===== config.mk =====
export PLATFORM = sky130hd
export DESIGN_NAME = alu_scan_display
export DESIGN_NICKNAME = d
export VERILOG_FILES = /design/src/rtl/alu_disp_pkg.sv /design/src/rtl/alu_scan_display_btn_debounce.sv /design/src/rtl/alu_scan_display.sv
export SDC_FILE = /design/constraint.sdc
export NUM_CORES = 1
export LEC_CHECK = 0
export CAP_MARGIN = 10
export CORE_ASPECT_RATIO = 0.9
export CORE_MARGIN = 3
export CORE_UTILIZATION = 57
export DETAILED_ROUTE_END_ITERATION = 10
export PLACE_DENSITY = 0.82
export SLEW_MARGIN = 40
export SYNTH_ARGS = -nofsm -noshare
export SYNTH_HDL_FRONTEND = slang
export SYNTH_SLANG_ARGS = --single-unit

===== constraint.sdc =====
create_clock -name CLK -period 3.7 [get_ports CLK]
set_input_delay 0.555 -clock CLK [delete_from_list [all_inputs] [get_ports CLK]]
set_output_delay 0.555 -clock CLK [all_outputs]
set_load 0.02 [all_outputs]

===== src/rtl/alu_disp_pkg.sv =====
// Shared types and seven-segment constants for the ALU scan display.
package alu_disp_pkg;

    typedef enum logic {
        OPERANDS = 1'b0,
        RESULT   = 1'b1
    } state_t;

    typedef enum logic {
        ADD = 1'b0,
        SUB = 1'b1
    } op_t;

    localparam logic [6:0] SEG_BLANK = 7'h7F;

    // Active-low segment patterns, bit6 = a ... bit0 = g; entry 15 listed first.
    localparam logic [15:0][6:0] HEX_SEG = {
        7'h38, 7'h30, 7'h42, 7'h31, 7'h60, 7'h08, 7'h04, 7'h00,
        7'h0F, 7'h20, 7'h24, 7'h4C, 7'h06, 7'h12, 7'h4F, 7'h01
    };

    function automatic logic [6:0] hex_to_seg(input logic [3:0] nib);
        return HEX_SEG[nib];
    endfunction

endpackage


===== src/rtl/alu_scan_display_btn_debounce.sv =====
// Button conditioner: 2-flop synchroniser, stable-level counter, rising-edge pulse.
module btn_debounce #(
    parameter int unsigned DEB_CYCLES = 1000000
) (
    input  logic clk,
    input  logic rst,
    input  logic btn,
    output logic pulse
);

    localparam int unsigned CNT_W = (DEB_CYCLES > 1) ? $clog2(DEB_CYCLES) : 1;
    localparam logic [CNT_W-1:0] CNT_MAX = CNT_W'(DEB_CYCLES - 1);

    logic             sync_a;
    logic             sync_b;
    logic             level;
    logic [CNT_W-1:0] cnt;

    // Level is accepted only after DEB_CYCLES consecutive differing samples.
    always_ff @(posedge clk) begin
        if (rst) begin
            sync_a <= 1'b0;
            sync_b <= 1'b0;
            level  <= 1'b0;
            cnt    <= '0;
            pulse  <= 1'b0;
        end else begin
            sync_a <= btn;
            sync_b <= sync_a;
            pulse  <= 1'b0;
            if (sync_b == level) begin
                cnt <= '0;
            end else if (cnt == CNT_MAX) begin
                level <= sync_b;
                cnt   <= '0;
                pulse <= sync_b;
            end else begin
                cnt <= cnt + CNT_W'(1);
            end
        end
    end

endmodule


===== src/rtl/alu_scan_display.sv =====
// Operand capture, ADD/SUB with frozen flags, and multiplexed hex display.
module alu_scan_display
    import alu_disp_pkg::*;
#(
    parameter int unsigned WIDTH      = 4,
    parameter int unsigned DIGITS     = 4,
    parameter int unsigned SCAN_DIV   = 100000,
    parameter int unsigned DEB_CYCLES = 1000000
) (
    input  logic              CLK,
    input  logic              RST,
    input  logic [WIDTH-1:0]  Data1,
    input  logic [WIDTH-1:0]  Data2,
    input  logic              Button_left,
    input  logic              Button_right,
    input  logic              Button_op,
    output logic [DIGITS-1:0] seg,
    output logic [6:0]        a_to_g,
    output logic              CF,
    output logic              OF
);

    localparam int unsigned NIB    = WIDTH / 4;
    localparam int unsigned SCAN_W = (SCAN_DIV > 1) ? $clog2(SCAN_DIV) : 1;
    localparam int unsigned IDX_W  = (DIGITS > 1) ? $clog2(DIGITS) : 1;
    localparam logic [SCAN_W-1:0] SCAN_MAX = SCAN_W'(SCAN_DIV - 1);
    localparam logic [IDX_W-1:0]  IDX_MAX  = IDX_W'(DIGITS - 1);

    logic left_pulse;
    logic right_pulse;
    logic op_pulse;

    btn_debounce #(.DEB_CYCLES(DEB_CYCLES)) u_deb_left (
        .clk  (CLK),
        .rst  (RST),
        .btn  (Button_left),
        .pulse(left_pulse)
    );

    btn_debounce #(.DEB_CYCLES(DEB_CYCLES)) u_deb_right (
        .clk  (CLK),
        .rst  (RST),
        .btn  (Button_right),
        .pulse(right_pulse)
    );

    btn_debounce #(.DEB_CYCLES(DEB_CYCLES)) u_deb_op (
        .clk  (CLK),
        .rst  (RST),
        .btn  (Button_op),
        .pulse(op_pulse)
    );

    state_t           state;
    op_t              op;
    logic [WIDTH-1:0] res;

    logic [WIDTH:0]   sum_ext;
    logic [WIDTH:0]   diff_ext;
    logic [WIDTH-1:0] cap_res;
    logic             cap_cf;
    logic             cap_of;

    assign sum_ext  = {1'b0, Data1} + {1'b0, Data2};
    assign diff_ext = {1'b0, Data1} - {1'b0, Data2};

    // Candidate result and flags for a capture this cycle.
    always_comb begin
        cap_res = sum_ext[WIDTH-1:0];
        cap_cf  = sum_ext[WIDTH];
        cap_of  = (Data1[WIDTH-1] == Data2[WIDTH-1]) &&
                  (sum_ext[WIDTH-1] != Data1[WIDTH-1]);
        if (op == SUB) begin
            cap_res = diff_ext[WIDTH-1:0];
            cap_cf  = diff_ext[WIDTH];
            cap_of  = (Data1[WIDTH-1] != Data2[WIDTH-1]) &&
                      (diff_ext[WIDTH-1] != Data1[WIDTH-1]);
        end
    end

    // View FSM; left wins over a simultaneous right so no capture happens.
    always_ff @(posedge CLK) begin
        if (RST) begin
            state <= OPERANDS;
            op    <= ADD;
            res   <= '0;
            CF    <= 1'b0;
            OF    <= 1'b0;
        end else begin
            if (op_pulse) begin
                op <= (op == ADD) ? SUB : ADD;
            end
            if (left_pulse) begin
                state <= OPERANDS;
                CF    <= 1'b0;
                OF    <= 1'b0;
            end else if (right_pulse) begin
                state <= RESULT;
                res   <= cap_res;
                CF    <= cap_cf;
                OF    <= cap_of;
            end
        end
    end

    logic [IDX_W-1:0]  digit_idx;
    logic [SCAN_W-1:0] scan_cnt;
    logic [31:0]       didx;
    logic [6:0]        digit_seg;

    assign didx = 32'(digit_idx);

    // Segment pattern for the digit currently selected by the scan index.
    always_comb begin
        digit_seg = SEG_BLANK;
        if (state == OPERANDS) begin
            if (didx < NIB) begin
                digit_seg = hex_to_seg(4'(Data2 >> (4 * didx)));
            end else if (didx < 2 * NIB) begin
                digit_seg = hex_to_seg(4'(Data1 >> (4 * (didx - NIB))));
            end
        end else if (didx < NIB) begin
            digit_seg = hex_to_seg(4'(res >> (4 * didx)));
        end
    end

    // Enable and segments load from the same index, so they never disagree.
    always_ff @(posedge CLK) begin
        if (RST) begin
            scan_cnt  <= '0;
            digit_idx <= '0;
            seg       <= '1;
            a_to_g    <= SEG_BLANK;
        end else begin
            if (scan_cnt == SCAN_MAX) begin
                scan_cnt  <= '0;
                digit_idx <= (digit_idx == IDX_MAX) ? '0 : digit_idx + IDX_W'(1);
            end else begin
                scan_cnt <= scan_cnt + SCAN_W'(1);
            end
            seg    <= ~(DIGITS'(1) << digit_idx);
            a_to_g <= digit_seg;
        end
    end

endmodule


==> flow_metrics.env <==
export IMPL_synth_area_top_cells="dfxtp_1 (38%), nor2_1 (7.7%), ha_1 (7.5%)"
export IMPL_clk_pin_slew_ns=0.08
export IMPL_post_cts_resize_count=0
export IMPL_grt_use_met2_pct=35.6
export IMPL_post_dp_hpwl_mm=8.34
export IMPL_cts_sinks=110
export IMPL_htree_levels=3
export IMPL_synth_enable_flop_cells=0
export IMPL_antenna_found_initial=0
export IMPL_fill_cells=796
export IMPL_cts_hold_repair_buffers=0
export IMPL_ir_drop_mv=0.268
export IMPL_cts_setup_buffers=0
export IMPL_vias=4715
export IMPL_rows=34
export IMPL_die_height_um=102
export IMPL_drtIter0Drc=193
export IMPL_start_kind="register"
export IMPL_finalCritPeriodShare_pct=82.5
export IMPL_final_cells=823
export IMPL_crit_type="register to register"
export IMPL_place_inst=807
export IMPL_portBuffers=25
export IMPL_end_kind="register"
export IMPL_grt_setup_unrepaired="false"
export IMPL_gr_total_overflow=0
export IMPL_syn_nets=730
export IMPL_drt_first_pass_iters=5
export IMPL_required_ns=3.90
export IMPL_cts_tree="done"
export IMPL_grt_pass1_wl_mm=20.3
export IMPL_holdCritStartpoint="u_deb_op.sync_a"
export IMPL_grt_total_usage_pct=21.1
export IMPL_netlist_area_mm2=0.00584
export IMPL_avgRoutedWirePerCell_um=14.1
export IMPL_grt_max_degree=21
export IMPL_crit_arrival_ns=3.25
export IMPL_finalSetupTns_ns=0
export IMPL_route_detailed_drc=0
export IMPL_power_density_mw_per_mm2=357
export IMPL_r2r_start="digit_idx[1]"
export IMPL_critPathLaunch="digit_idx[1]"
export IMPL_clockRootBuffer="clkbuf_16"
export IMPL_drive_gt1_share_pct=5.31
export IMPL_tightest_slew_ns=0.808
export IMPL_top_usage_layer="met2"
export IMPL_final_nets=742
export IMPL_ios=26
export IMPL_synth_top_area_share_pct=37.7
export IMPL_use_met3_pct=4.32
export IMPL_numCtsBuffers=9
export IMPL_path_max_fanout=13
export IMPL_die_area_mm2=0.0115
export IMPL_initial_core_util_pct=59.4
export IMPL_hold_depth=1
export IMPL_status="completed"
export IMPL_yosysTopAreaCell="dfxtp_1"
export IMPL_hold_violations=0
export IMPL_synth_seq_cells=110
export IMPL_hold_class="register to register"
export IMPL_syn2layout_area_growth_pct=9.58
export IMPL_drt_wl_total_mm=11.6
export IMPL_die_w_um=113
export IMPL_synth_flop_cell="dfxtp_1"
export IMPL_finClkSkew_ns=0.0129
export IMPL_synth_distinct_cells=58
export IMPL_detail_route_antenna_nets=0
export IMPL_finalSetupViolCount=0
export IMPL_maxSlewViolCount=0
export IMPL_grtUsageMet1_pct=27.0
export IMPL_cap_violations=0
export IMPL_total_leakage_power_nw=2.29
export IMPL_relSlewSlack_pct=45.7
export IMPL_fmax_mhz=328
export IMPL_core_mm2=0.00983
export IMPL_finalCriticalPeriod_ns=3.05
export IMPL_syn_inst=680
export IMPL_clock_latency_ns=0.34
export IMPL_place_congestion=0.906
export IMPL_vias_per_cell=5.73
export IMPL_postSynthAreaPerCell_um2=8.59
export IMPL_n_antenna_cell=0
export IMPL_clockBufferDepth=2
export IMPL_ys_async_sr_fraction_pct=0
export IMPL_ys_warn_count=0
export IMPL_grt_pass1_vias=4418
export IMPL_worstRegToRegCells=11
export IMPL_yosysSeqAreaShare_pct=37.7
-- worst max-delay path, stage by stage, from the launching register on --
cell	delay, ns
dfxtp_1	0.58
inv_1	0.15
ha_1	0.33
and2_1	0.27
nand2_1	0.22
inv_1	0.10
ha_1	0.25
mux2_2	0.28
a2111oi_0	0.40
a21oi_1	0.07
nor4_1	0.19
a41oi_1	0.07
-- cells by family after synthesis --
group	count (synthesis)	synth area share [%]
flops	110	37.7
mux	19	3.38
fa+ha+maj	37	8.18
compound gates	66	7.58
xor+xnor	76	11.4
simple gates	322	27.6
buf+inv	50	4.18
-- placed cells by master (no fill, tap or decap), drive strengths merged, types with 3 or more instances in the layout --
| cell | instances |
|---|---|
| and2 | 5 |
| nand4 | 16 |
| a31oi | 9 |
| dfxtp | 110 |
| ha | 35 |
| nor2b | 14 |
| o211ai | 4 |
| xor2 | 44 |
| buf | 4 |
| nand3b | 4 |
| nor4 | 8 |
| mux2 | 6 |
| mux2i | 13 |
| a21oi | 11 |
| nor3 | 18 |
| clkinv | 4 |
| a211oi | 5 |
| xnor2 | 32 |
| a221oi | 3 |
| clkdlybuf4s50 | 25 |
| or3 | 5 |
| and3 | 14 |
| or4 | 4 |
| inv | 24 |
| or2 | 4 |
| nor4b | 6 |
| o221ai | 4 |
| o21ai | 16 |
| clkbuf | 10 |
| nor2 | 120 |
| nand3 | 39 |
| nand2 | 58 |
-- sequential cells by signal, indices dropped and copies added, names as in the netlist, 2 cells and up --
register,flops
res,4
u_deb_left.cnt,20
a_to_g,7
u_deb_op.cnt,20
seg,4
scan_cnt,17
digit_idx,2
u_deb_right.cnt,20
-- layer usage --
layer	up-vias	part of all wire (%)
li1	2352	-
met5	-	0
met1	2202	44
met2	128	48
met3	33	4.9
met4	0	2.6
-- path summary, 6_finish.rpt --
kind                                         to  slack [ns]
worst max-delay path                  a_to_g[0]        0.65
worst min-delay path            u_deb_op.sync_b        0.45
worst max register to register        a_to_g[0]        0.65
worst min register to register  u_deb_op.sync_b        0.45
-- stage by stage --
step	hold WS [ns]	utilization, %	cell area, um^2	setup slack (ns)	power [mW]
after floorplan	0.414	-	5840	0.944	1.33
after global placement	0.428	62.2	6120	0.795	1.38
after detailed placement	0.428	62.2	6120	0.692	1.39
after CTS	0.448	65.1	6400	0.693	2.30
after global routing	0.460	65.1	6400	0.286	2.37
final	0.449	65.1	6400	0.649	2.28
-- cell usage after synthesis (all sizes together), types with 2 or more instances --
master and count:
buf 14, or3 5, and4 2, mux2 6
nand3b 4, or4 4, a31oi 9, a311o 2
o211ai 4, dfxtp 110, a221oi 3, or2 4
o21a 2, nand2 58, a211oi 5, xor2 44
and3 14, and2 5, inv 21, nor4 8
fa 2, ha 35, mux2i 13, nor4b 6
nand4 16, nor2b 14, o21ai 16, a21oi 11
a32o 2, xnor2 32, nor2 120, clkbuf 14
nor3 18, o2111ai 2, nand2b 2, nand3 39
o221ai 4
-- area by class of cell --
cell class,instances,area [um^2],area share (%)
Tap cell,126,158,2.46
Clock buffer,10,229,3.58
Timing Repair Buffer,29,280,4.38
Inverter,22,82.6,1.29
Multi-Input combinational cell,520,3390,53.0
Sequential cell,110,2200,34.4
Clock inverter,6,53.8,0.841
-- report_power, final --
part | internal, mW | switching (mW)
combinational | 0.0680 | 0.0883
sequential | 1.20 | 0.00808
clock | 0.471 | 0.451
No activity file was read; power rests on OpenSTA's default activity.
